File: src/rtl/config_shift_chain.sv
// -----------------------------------------------------------------------------
// config_shift_chain
//
// Per-tile configuration shift chain. Each enabled clock shifts DIN_W bits into
// a WIDTH-bit staging register. A word counter tracks how full the frame is.
// The staged frame is copied into the shadow register (data_out) only on an
// explicit commit, so the tile fabric never sees a partially shifted frame.
// The top word of the staging register is forwarded on chain_out so that tiles
// can be daisy-chained.
//
// Optional build macro: CONFIG_READBACK_EN
//   When defined, this adds a 'readback' input. A readback reloads the staging
//   register from data_out and marks the frame full, so the active
//   configuration can be shifted out on chain_out.
//
// Ports:
//   clock       rising-edge clock
//   nreset      synchronous reset, active-low
//   enable      shift one word this cycle
//   data_in     incoming configuration word (DIN_W bits)
//   commit      copy staged frame to data_out (only when full)
//   readback    (CONFIG_READBACK_EN only) reload staging reg from data_out
//   data_out    active (shadow) configuration, WIDTH bits
//   chain_out   top word of staging register, feeds the next tile
//   count       words shifted in the current frame
//   full        count == NWORDS
//   loaded      at least one successful commit since reset
//   overflow    sticky: enable seen while full
//   commit_err  sticky: commit seen while not full
// -----------------------------------------------------------------------------
module config_shift_chain #(
    parameter int WIDTH  = 146,
    parameter int DIN_W  = 1,
    localparam int NWORDS = WIDTH / DIN_W,
    localparam int CW     = $clog2(NWORDS + 1)
) (
    input  logic             clock,
    input  logic             nreset,
    input  logic             enable,
    input  logic [DIN_W-1:0] data_in,
    input  logic             commit,
`ifdef CONFIG_READBACK_EN
    input  logic             readback,
`endif
    output logic [WIDTH-1:0] data_out,
    output logic [DIN_W-1:0] chain_out,
    output logic [CW-1:0]    count,
    output logic             full,
    output logic             loaded,
    output logic             overflow,
    output logic             commit_err
);

    localparam logic [CW-1:0] NWORDS_C = CW'(NWORDS);
    localparam logic [CW-1:0] ONE_C    = CW'(1);
    localparam logic [CW-1:0] ZERO_C   = CW'(0);

    // A frame must hold a whole number of words.
    if (WIDTH % DIN_W != 0) begin : g_width_check
        $error("config_shift_chain: WIDTH must be a multiple of DIN_W");
    end

    logic [WIDTH-1:0] sr_r;
    logic [WIDTH-1:0] sr_n_s;
    logic [WIDTH-1:0] shifted_s;
    logic [WIDTH-1:0] data_out_r;
    logic [WIDTH-1:0] data_out_n_s;
    logic [CW-1:0]    count_r;
    logic [CW-1:0]    count_n_s;
    logic             full_r;
    logic             loaded_r;
    logic             loaded_n_s;
    logic             overflow_r;
    logic             overflow_n_s;
    logic             commit_err_r;
    logic             commit_err_n_s;

    // When one word spans the whole frame the shift degenerates to a load.
    if (DIN_W == WIDTH) begin : g_whole
        assign shifted_s = data_in;
    end else begin : g_part
        assign shifted_s = {sr_r[WIDTH-DIN_W-1:0], data_in};
    end

    // Next-state decode for staging register, counter, shadow and flags.
    always_comb begin
        sr_n_s         = sr_r;
        count_n_s      = count_r;
        data_out_n_s   = data_out_r;
        loaded_n_s     = loaded_r;
        overflow_n_s   = overflow_r;
        commit_err_n_s = commit_err_r;
`ifdef CONFIG_READBACK_EN
        if (readback) begin
            // Readback wins over commit and enable; no flags are touched.
            sr_n_s    = data_out_r;
            count_n_s = NWORDS_C;
        end else begin
`endif
            if (enable) begin
                sr_n_s = shifted_s;
            end else begin
                sr_n_s = sr_r;
            end

            if (commit && full_r) begin
                // Shadow takes the pre-shift frame; a simultaneous word
                // becomes the first word of the next frame.
                data_out_n_s = sr_r;
                loaded_n_s   = 1'b1;
                count_n_s    = enable ? ONE_C : ZERO_C;
            end else if (commit) begin
                commit_err_n_s = 1'b1;
                count_n_s      = enable ? (count_r + ONE_C) : count_r;
            end else if (enable && full_r) begin
                // Pass-through shift on a full frame: count saturates.
                overflow_n_s = 1'b1;
                count_n_s    = count_r;
            end else if (enable) begin
                count_n_s = count_r + ONE_C;
            end else begin
                count_n_s = count_r;
            end
`ifdef CONFIG_READBACK_EN
        end
`endif
    end

    // State registers with synchronous active-low reset.
    always_ff @(posedge clock) begin
        if (!nreset) begin
            sr_r         <= {WIDTH{1'b0}};
            data_out_r   <= {WIDTH{1'b0}};
            count_r      <= ZERO_C;
            full_r       <= 1'b0;
            loaded_r     <= 1'b0;
            overflow_r   <= 1'b0;
            commit_err_r <= 1'b0;
        end else begin
            sr_r         <= sr_n_s;
            data_out_r   <= data_out_n_s;
            count_r      <= count_n_s;
            full_r       <= (count_n_s == NWORDS_C);
            loaded_r     <= loaded_n_s;
            overflow_r   <= overflow_n_s;
            commit_err_r <= commit_err_n_s;
        end
    end

    assign data_out   = data_out_r;
    assign chain_out  = sr_r[WIDTH-1 -: DIN_W];
    assign count      = count_r;
    assign full       = full_r;
    assign loaded     = loaded_r;
    assign overflow   = overflow_r;
    assign commit_err = commit_err_r;

endmodule

File: config.mk
export PLATFORM = sky130hd
export DESIGN_NAME = config_shift_chain
export DESIGN_NICKNAME = d
export VERILOG_FILES = /design/src/rtl/config_shift_chain.sv
export SDC_FILE = /design/constraint.sdc
export NUM_CORES = 1
export LEC_CHECK = 0
export BUFFER_PORTS_ARGS = -buffer_cell sky130_fd_sc_hd__buf_2
export CAP_MARGIN = 0
export CORE_MARGIN = 8
export CORE_UTILIZATION = 50
export CTS_CLUSTER_DIAMETER = 120
export DETAILED_ROUTE_END_ITERATION = 7
export PLACE_DENSITY = 0.83
export SKIP_LAST_GASP = 1
export SYNTH_ARGS = -nofsm -noshare
export SYNTH_HDL_FRONTEND = slang
export SYNTH_SLANG_ARGS = --single-unit
File: constraint.sdc
create_clock -name clock -period 1.4 [get_ports clock]
set_input_delay 0.35 -clock clock [delete_from_list [all_inputs] [get_ports clock]]
set_output_delay 0.35 -clock clock [all_outputs]
set_load 0.02 [all_outputs]
Word level (Yosys, flattened, before mapping)
Index checks and enable logic that the tools add are counted.
Widths: inputs -> output; s select.
{ "word_totals": {"reg_bits": 304, "inputBits": 5, "out_inout_bits": 159, "elab_cells": 20} }
{ "op_classes": {"addsub": 1, "eq_ne": 1, "muxes": 5, "n_bitwise": 2, "n_reduce_logical": 4} }
{ "ops": {"columns": ["operator", "n"], "rows": [
  ["$mux 8", 4],
  ["$add 8x1->8 const B", 1],
  ["$eq 8x8->1 const B", 1],
  ["$reduce_and 3->1", 1],
  ["$logic_and 1x1->1", 2],
  ["$not 1->1", 2],
  ["$reduce_and 2->1", 1],
  ["$mux 1", 1]
]} }

Logic depth before layout (Yosys ltp)
Gate-level depths: netlist of the first run.
{ "logic_depth": {"word_depth": 6, "depth_mapped": 6, "mapped_depth_nobuf": 6} }

Least setup slack after synthesis of the first run
OpenSTA, ideal clock, no wires.
{ "synth_timing": {"kind": "register to register", "from": "register count_r[2] (netlist: count[2])", "to": "register full_r (netlist: full)", "setup_ns": 0.073, "t_arrival_ns": 1.500, "t_required_ns": 1.327, "path_slack_ns": -0.173, "path_stages_with_launch": 7, "path_buffers": 1, "period_less_slack_ns": 1.573, "path_cell_list": "dfxtp_1 -> buf_6 -> nand4_2 -> or4_4 -> nand3_2 -> o211ai_2 -> nor3_2"} }
{ "synth_between": {"elab_chain_cells": 6} }
{ "synth_rtl": {"columns": ["element", "line_no", "text"], "rows": [
  ["start, declared", "68", "logic [CW-1:0] count_r;"],
  ["start signal, assigned", "142", "count_r <= count_n_s;"],
  ["$add 8x1->8", "114, 120", null],
  ["$mux 8", "114, 119", null],
  ["$mux 8", "115", "end else if (enable && full_r) begin"],
  ["$mux 8 *", "112", "end else if (commit) begin"],
  ["$mux 8 *", "106", "if (commit && full_r) begin"],
  ["$eq 8x8->1 *", "143", "full_r <= (count_n_s == NWORDS_C);"],
  ["end signal, assigned", "143", null],
  ["end, declared", "70", "logic full_r;"]
]} }
Mark *: on every way between the ends. The rest lies on a longest branch, timed or not.
A chain may end at the register's enable or synchronous reset.

Final worst setup path of the first run
{ "layout_timing": {"from": "register full_r (netlist: full)", "to": "output port full"} }
{ "layout_lines": {"columns": ["element", "line_no", "text"], "rows": [
  ["end, declared", "48", "output logic full,"]
]} }
No word-level cell between the ends.

==> reports/qor.txt, run 1 <==
wire length per cell: 17.17 microns
share of cells above drive strength 1: 30.90%
Clk pwr share: 47.8%
endpoints failing setup: 87
smallest hold slack: 0.06658 ns
yosys warns: 0
clock root cell: clkbuf_16
I/O Buffers: 163
fillers: 1588
first-pass GRT wire length: 43340 microns
Routed WL: 28850 microns
top post-synthesis cells by area: dfxtp_1 (53%), mux2i_1 (13%), nand2_1 (9.9%)
Worst EP arrival: 1.14 ns
R2R Path End: data_out[69]
Final Cycle Share: 106.8%
relative slew slack: 75.70%
Fmax achieved: 669.1 MHz
Synth Instances: 1181
Worst path slowest cell: dfxtp_4
ANT nets after route: 0
sequential power share: 48.7%
Die Y: 167.2 microns
Async SR Flop Fraction: 0%
crit end category: primary output
Buf/Inv on CP: 2
combinational power share: 3.5%
fin. max-slew vios: 0
Initial DRT Pass Iterations: 5
setup slack after layout: -0.09452 ns
Worst-Skew Late Latency: 0.55 ns
post-DP HPWL: 15680 microns
R2R Setup Slk: -0.07 ns
Internal: 0.01413 W
VDD IR max: 0.0007610 V
Worst Setup Path Type: flip-flop to primary output
Worst path top cell family by delay: flip-flops
# hold bufs at CTS: 0
RePlAce Congestion: 0.8552
RSZ-0062 raised after global routing: yes
sequential share of the synthesized area: 53.26%
total grt overflow: 0
Reg2Reg Launch Point: full
Pwr per Cell Area: 1157 nW/um^2
WP data required: 1.05 ns
fin area: 15360 sq um
Synth area leader: dfxtp_1
Rows: 55
Post-synth EDFFs: 0
max cap viols: 0
total global-route track usage: 18.15%
final critical-path required period: 1.495 ns
Worst Tran Pin Value: 0.3628 ns
endpoints failing hold: 0
failing checks: setup timing
num ports: 164
largest net degree at the start of global routing: 80
initial antenna violation count: 0
CP Max Fanout: 2
routed via count: 8746
Initial Util: 50.62%
CP endpoint: full
vias in the first global route: 8660
DIE WIDTH: 167.2 microns
syn_nets: 1187
Mapped Area: 11430 sq um
Leak: 6.069 nW
Levels on crit path: 2
diode count: 0
top cell type's share of synthesized area: 53.26%
most frequent cells in the layout: nand2_1 (299), dfxtp_1 (180), nor2b_1 (150)
Setup TNS: -2.547 ns
Critical Path Start Type: flip-flop
worst hold path type: input port to flip-flop
Distinct cells, synth: 35
Synth Register Bits: 304
Worst Reg-to-Reg Cells: 6
Setup crit start: full
crit-path most repeated cell: buf_6
Max Clock Skew: 0.01253 ns
top_reg_cell synth: dfxtp_1
Area after DPL: 12820 sq um
Clock transition at path regs: 0.07 ns
core area: 22570 sq um
Area growth, synth to finish: 34.46%
H-tree Lvls: 1
NetSw: 0.003656 W
CTS tree: built
worst-path cell chain: buf_6 > buf_6
clk buf depth: 3
Initial DRC Count: 572
drt drc: 0
syn avg cell area: 9.675 sq um
switching share of power: 20.56%
CP max stage delay: 0.35 ns
vias per inst: 5.206
run status: finished, violations left
Sink Count: 304
commonest non-fill, non-tap cell in the layout: nand2_1
final net count: 1377
Die Area: 27950 sq um
Num CTS Buffers: 30
layout make-up:
cell class                 instances  area (sq um)  area share (%)
multi-input combinational        793          5026           32.71
clock inverter                    14         181.4           1.181
tap                              285         356.6           2.321
clock buffer                      42         887.1           5.774
sequential                       304          6259           40.74
timing repair buffer             242          2654           17.27
power groups by stage:
stage          sequential [W]  clock [W]  combinational [W]
3_5_place_dp          0.00886          0           0.000576
5_1_grt               0.00865    0.00905           0.000647
4_1_cts               0.00866    0.00865           0.000605
6_report              0.00866    0.00851           0.000616
2_1_floorplan         0.00887          0           0.000394
3_3_place_gp          0.00886          0           0.000574
flip-flops by register name, indices dropped and copies added, names as in the netlist:
name and count:
overflow 1, count 8, loaded 1, full 1, commit_err 1, data_out 146
sr_r 146
worst min path at each step:
| stage | slack, ns | end | depth (start not counted) | from |
|---|---|---|---|---|
| after floorplan | 0.45 | data_out[140] | 2 | sr_r[140] |
| after global placement | 0.45 | commit_err | 1 | commit_err |
| after detailed placement | 0.45 | commit_err | 1 | commit_err |
| after CTS | 0.05 | sr_r[0] | 3 | data_in |
| after global routing | 0.08 | sr_r[0] | 3 | data_in |
| final | 0.07 | sr_r[0] | 3 | data_in |
Yosys cell counts (all sizes together) (3+ instances only):
cell type,instances
dfxtp,304
o211ai,3
and2,6
o21ai,7
clkbuf,49
nor2b,150
buf,36
xor2,3
nand4,3
nor2,6
a21boi,146
mux2i,147
nand2,300
worst register-to-register path, stage by stage (launching register included):
cell and delay [ns]:
dfxtp_4 0.36, buf_4 0.18, and2_4 0.26, buf_12 0.15
buf_16 0.16, nand2_1 0.10, a21boi_1 0.16
logic make-up after synthesis:
family	after synthesis	synth area share (%)
and+or+nand+nor	477	19.65
muxes	147	12.88
buffers and inverters	85	3.252
DFF	304	53.26
AOI/OAI and AO/OA	162	10.47
adders and majority gates	1	0.1095
xor gates and xnor gates	5	0.3833
layer usage:
layer  part of all wire (%)  track usage [%]  routed length, microns
met5                      0                0                       0
met4                    2.6            6.095                     741
met3                    5.2            4.232                    1498
met2                     50            31.99                   14360
met1                     42            21.41                   12250
stage by stage:
stage	utilization (%)	power, W	std cells	setup slack [ns]
after floorplan	-	0.009267	1181	-0.09190
after global placement	56.80	0.009437	1589	-0.0009358
after detailed placement	56.80	0.009440	1589	-0.04898
after CTS	65.49	0.01791	1664	-0.1093
after global routing	68.07	0.01835	1680	-0.1153
final	68.07	0.01778	1680	-0.09452
what timing repair did:
item                       in CTS  in global routing
gates cloned                    3                  8
setup buffers                  16                 10
setup endpoints to repair     193                210
pin swaps                       4                  2
gates resized for setup       269                167
Note: power is estimated with default switching activity, not from simulation.
==> run 2, diff against run 1 <==
--- a/config.mk
+++ b/config.mk
@@ -5,13 +5,13 @@
 export SDC_FILE = /design/constraint.sdc
 export NUM_CORES = 1
 export LEC_CHECK = 0
-export BUFFER_PORTS_ARGS = -buffer_cell sky130_fd_sc_hd__buf_2
 export CAP_MARGIN = 0
 export CORE_MARGIN = 8
 export CORE_UTILIZATION = 50
 export CTS_CLUSTER_DIAMETER = 120
 export DETAILED_ROUTE_END_ITERATION = 7
-export PLACE_DENSITY = 0.83
+export DONT_BUFFER_PORTS = 1
+export PLACE_DENSITY = 0.77
 export SKIP_LAST_GASP = 1
 export SYNTH_ARGS = -nofsm -noshare
 export SYNTH_HDL_FRONTEND = slang
==> reports/qor.txt, run 2 (synthesized netlist as in run 1, its figures left out) <==
largest net degree at the start of global routing: 304
Worst Setup Path Type: flip-flop to flip-flop
wire length per cell: 15.77 microns
total grt overflow: 0
vias in the first global route: 8231
worst-path cell chain: buf_4 > or4_4 > nand3_4 > o211ai_2 > nor3_2
initial antenna violation count: 0
Area growth, synth to finish: 26.98%
NetSw: 0.003429 W
Initial DRC Count: 403
Clk pwr share: 48.9%
sequential power share: 49.6%
worst hold path type: input port to flip-flop
Num CTS Buffers: 31
post-layout util: 64.28%
RePlAce Congestion: 0.7694
fin area: 14510 sq um
core area: 22570 sq um
Pwr per Cell Area: 1205 nW/um^2
hold_sp: nreset
final net count: 1317
Area after DPL: 11690 sq um
I/O Buffers: 0
Max Clock Skew: 0.01348 ns
drt drc: 0
Hold Crit Depth: 1
VDD IR max: 0.001062 V
worst slack, placed: -0.007066 ns
R2R Setup Slk: -0.08 ns
Internal: 0.01405 W
num ports: 164
DIE WIDTH: 167.2 microns
total global-route track usage: 17.48%
combinational power share: 1.5%
most frequent cells in the layout: nand2_1 (299), dfxtp_1 (254), nor2b_1 (150)
clock root cell: clkbuf_16
commonest non-fill, non-tap cell in the layout: nand2_1
Fmax achieved: 673.8 MHz
endpoints failing hold: 23
relative slew slack: 61.75%
RSZ-0062 raised after global routing: yes
Sink Count: 304
endpoints failing setup: 6
Die Y: 167.2 microns
routed via count: 8180
Leak: 5.735 nW
max cap viols: 0
Worst Tran Pin Value: 0.5738 ns
Routed WL: 25480 microns
vias per inst: 5.062
diode count: 0
Final Cycle Share: 106.0%
failing checks: hold timing, setup timing
Initial DRT Pass Iterations: 5
H-tree Lvls: 1
first-pass GRT wire length: 41860 microns
run status: finished, violations left
switching share of power: 19.62%
CTS tree: built
Die Area: 27950 sq um
final critical-path required period: 1.484 ns
post-DP HPWL: 13760 microns
smallest hold slack: -0.05286 ns
Hold Path Sink: data_out[7]
clk buf depth: 3
Reg2Reg Launch Point: full
Rows: 55
Clock transition at path regs: 0.07 ns
Worst EP arrival: 1.95 ns
Initial Util: 50.62%
Critical Path Start Type: flip-flop
crit end category: flip-flop
Worst Reg-to-Reg Cells: 5
CP max stage delay: 0.54 ns
fin. max-slew vios: 0
R2R Path End: full
WP data required: 1.86 ns
ANT nets after route: 0
share of cells above drive strength 1: 11.04%
CP Max Fanout: 7
Worst path slowest cell: or4_4
setup slack after layout: -0.08411 ns
Worst-Skew Late Latency: 0.54 ns
## run 2: timing repair
| action | CTS | global route |
|---|---|---|
| hold buffers | 146 | 1 |
| setup endpoints to repair | 31 | 48 |
| resized for setup | 39 | 41 |
| pin swaps | 1 | 7 |
| cloned | 0 | 2 |
| setup buffers | 5 | 5 |
| hold endpoints to repair | 292 | 140 |
## run 2: metrics by stage
stage	hold slack (ns)	power, W	cells	setup TNS [ns]
after CTS	-0.08772	0.01761	1608	-0.2566
after floorplan	0.4530	0.009267	1181	-0.09889
final	-0.05286	0.01748	1616	-0.2560
after detailed placement	0.4732	0.009099	1404	-0.01407
after global placement	0.4648	0.009095	1404	0
after global routing	-0.09162	0.01801	1616	-0.7938
## run 2: final cells by class
cell class | count | area (sq um)
repair buffers | 182 | 1929
fillers | 1802 | 8063
clock inverters | 15 | 215.2
flip-flops and latches | 304 | 6158
clock buffers | 38 | 842.1
multi-input cells | 792 | 5007
well taps | 285 | 356.6
## run 2: power by group through the flow
stage / clock network, W / registers [W] / logic (W)
2_1_floorplan: 0 / 0.00887 / 0.000394
3_3_place_gp: 0 / 0.00887 / 0.000229
3_5_place_dp: 0 / 0.00887 / 0.000231
4_1_cts: 0.00869 / 0.00867 / 0.000246
5_1_grt: 0.00908 / 0.00867 / 0.000261
6_report: 0.00854 / 0.00867 / 0.000265
## run 2: worst max-delay path, delay by kind of cell, from the launching register on
kind / cells / cell delay, ns
buffers and inverters: 1 / 0.16
AO/OA/AOI/OAI: 1 / 0.08
AND/OR/NAND/NOR: 3 / 0.81
flip-flops: 1 / 0.35
## run 2: metal layers
metal	global-route usage [%]	vias up	routed length, microns
met1	20.27	3863	10630
met2	30.23	160	12250
met5	0	-	0
met3	5.902	45	2046
li1	-	4112	-
met4	5.124	0	552
## run 2: worst max path at each step
| stage | from | end | slack, ns | cells after the start |
|---|---|---|---|---|
| 6_report | full | full | -0.08 | 5 |
| 3_5_place_dp | count[0] | count[6] | -0.007 | 6 |
| 5_1_grt | full | full | -0.14 | 5 |
| 2_1_floorplan | count[5] | full | -0.09 | 5 |
| 4_1_cts | full | full | -0.1 | 2 |
| 3_3_place_gp | count[0] | count[6] | 0.06 | 6 |
==> run 3, diff against run 2 <==
--- a/config.mk
+++ b/config.mk
@@ -8,6 +8,7 @@
 export CAP_MARGIN = 0
 export CORE_MARGIN = 8
 export CORE_UTILIZATION = 50
+export CTS_BUF_LIST = sky130_fd_sc_hd__clkbuf_4 sky130_fd_sc_hd__clkbuf_8
 export CTS_CLUSTER_DIAMETER = 120
 export DETAILED_ROUTE_END_ITERATION = 7
 export DONT_BUFFER_PORTS = 1
==> reports/qor.txt, run 3 (synthesized netlist as in run 1, its figures left out) <==
Final Cycle Share: 105.0%
total global-route track usage: 17.49%
DIE WIDTH: 167.2 microns
Leak: 5.813 nW
crit end category: primary output
core area: 22570 sq um
R2R Path End: data_out[74]
fin. max-slew vios: 0
Initial DRC Count: 392
first-pass GRT wire length: 41730 microns
Setup TNS: -0.2414 ns
hold_sp: commit
Reg2Reg Launch Point: full
Num CTS Buffers: 48
Setup crit start: full
R2R Setup Slk: -0.06 ns
vias per inst: 5.038
drt drc: 0
H-tree Lvls: 2
routed via count: 8317
vias in the first global route: 8306
max cap viols: 0
most frequent cells in the layout: nand2_1 (299), dfxtp_1 (231), nor2b_1 (150), dlygate4sd3_1 (150), mux2i_1 (147)
Clk pwr share: 46.1%
RePlAce Congestion: 0.7694
relative slew slack: 67.13%
Rows: 55
num ports: 164
clk buf depth: 3
failing checks: setup timing
worst hold path type: input port to flip-flop
Sink Count: 304
CP Max Fanout: 2
Routed WL: 26790 microns
clock root cell: clkbuf_8
Worst EP arrival: 1.12 ns
combinational power share: 2.0%
run status: finished, violations left
Die Area: 27950 sq um
RSZ-0062 raised after global routing: yes
Hold Crit Depth: 2
post-DP HPWL: 13760 microns
final net count: 1340
CTS tree: built
I/O Buffers: 0
commonest non-fill, non-tap cell in the layout: nand2_1
diode count: 0
final critical-path required period: 1.470 ns
setup slack after layout: -0.06984 ns
Worst Setup Path Type: flip-flop to primary output
Fmax achieved: 680.3 MHz
Worst Reg-to-Reg Cells: 6
VDD IR max: 0.001013 V
Max Clock Skew: 0.01706 ns
Post-Layout Cell Count: 1651
Initial DRT Pass Iterations: 6
Die Y: 167.2 microns
Pwr per Cell Area: 1146 nW/um^2
endpoints failing setup: 7
WP data required: 1.05 ns
NetSw: 0.003443 W
endpoints failing hold: 0
Worst-Skew Late Latency: 0.54 ns
Clock transition at path regs: 0.06 ns
initial antenna violation count: 2
wire length per cell: 16.23 microns
largest net degree at the start of global routing: 304
sequential power share: 51.9%
share of cells above drive strength 1: 14.93%
Hold Path Sink: commit_err
switching share of power: 20.60%
Area growth, synth to finish: 27.60%
Cells after DPL: 1404
Internal: 0.01327 W
total grt overflow: 0
ANT nets after route: 0
Initial Util: 50.62%
Critical Path Start Type: flip-flop
Worst Tran Pin Value: 0.4915 ns
[run 3: changes by cell type in the layout (fill, tap and decap cells not counted), sizes merged]
cell / delta
clkinv: -2
clkbuf: +39
dlygate4sd3: +3
bufinv: -5
clkinvlp: -3
buf: +3
[run 3: power by group through the flow]
stage | logic (W) | registers [W] | clock network [W]
floorplan | 0.000394 | 0.00887 | 0
global placement | 0.000229 | 0.00887 | 0
detailed placement | 0.000231 | 0.00887 | 0
CTS | 0.000246 | 0.00867 | 0.00786
global route | 0.000347 | 0.00867 | 0.00830
finish | 0.000334 | 0.00867 | 0.00771
[run 3: final cells by class]
cell class | count | area, sq um
clock buffer | 77 | 972.2
multi-input combinational | 792 | 5016
timing repair buffer | 188 | 2013
tap | 285 | 356.6
clock inverter | 5 | 28.78
sequential | 304 | 6192
fill | 1771 | 7993
[run 3: per-layer routing]
layer	track usage, %	up-vias	routed length (microns)
met1	20.29	3911	10990
li1	-	4167	-
met4	5.202	2	625
met3	6.748	52	2477
met2	29.53	185	12680
met5	0	-	17
[run 3: per-stage QoR]
stage	util, %	setup WS, ns	power, W	cell area, sq um	hold slack [ns]
global route	64.59	-0.1364	0.01731	14580	0.004795
floorplan	-	-0.09190	0.009267	11430	0.4530
detailed placement	51.78	-0.007066	0.009099	11690	0.4732
CTS	63.40	-0.1035	0.01678	14310	-0.1048
finish	64.59	-0.06984	0.01671	14580	0.08751
global placement	51.78	0.06467	0.009095	11690	0.4648
[run 3: what timing repair did]
| item | in CTS | in global routing |
|---|---|---|
| endpoints found under the setup margin | 48 | 50 |
| gates cloned | 0 | 2 |
| endpoints found under the hold margin | 296 | 66 |
| hold buffers | 145 | 7 |
| buffers inserted | 6 | 5 |
| resized for setup | 59 | 43 |
| pin swaps | 4 | 3 |
[run 3: worst max path at each step]
| stage | slack [ns] | cells past startpoint | end |
|---|---|---|---|
| 6_report | -0.07 | 2 | full |
| 5_1_grt | -0.14 | 6 | data_out[74] |
| 4_1_cts | -0.10 | 2 | full |
| 3_5_place_dp | -0.007 | 6 | count[6] |
| 3_3_place_gp | 0.06 | 6 | count[6] |
| 2_1_floorplan | -0.09 | 5 | full |
[run 3: critical path, stage by stage (launching register included)]
cell	delay, ns
dfxtp_4	0.35
buf_6	0.11
buf_6	0.12
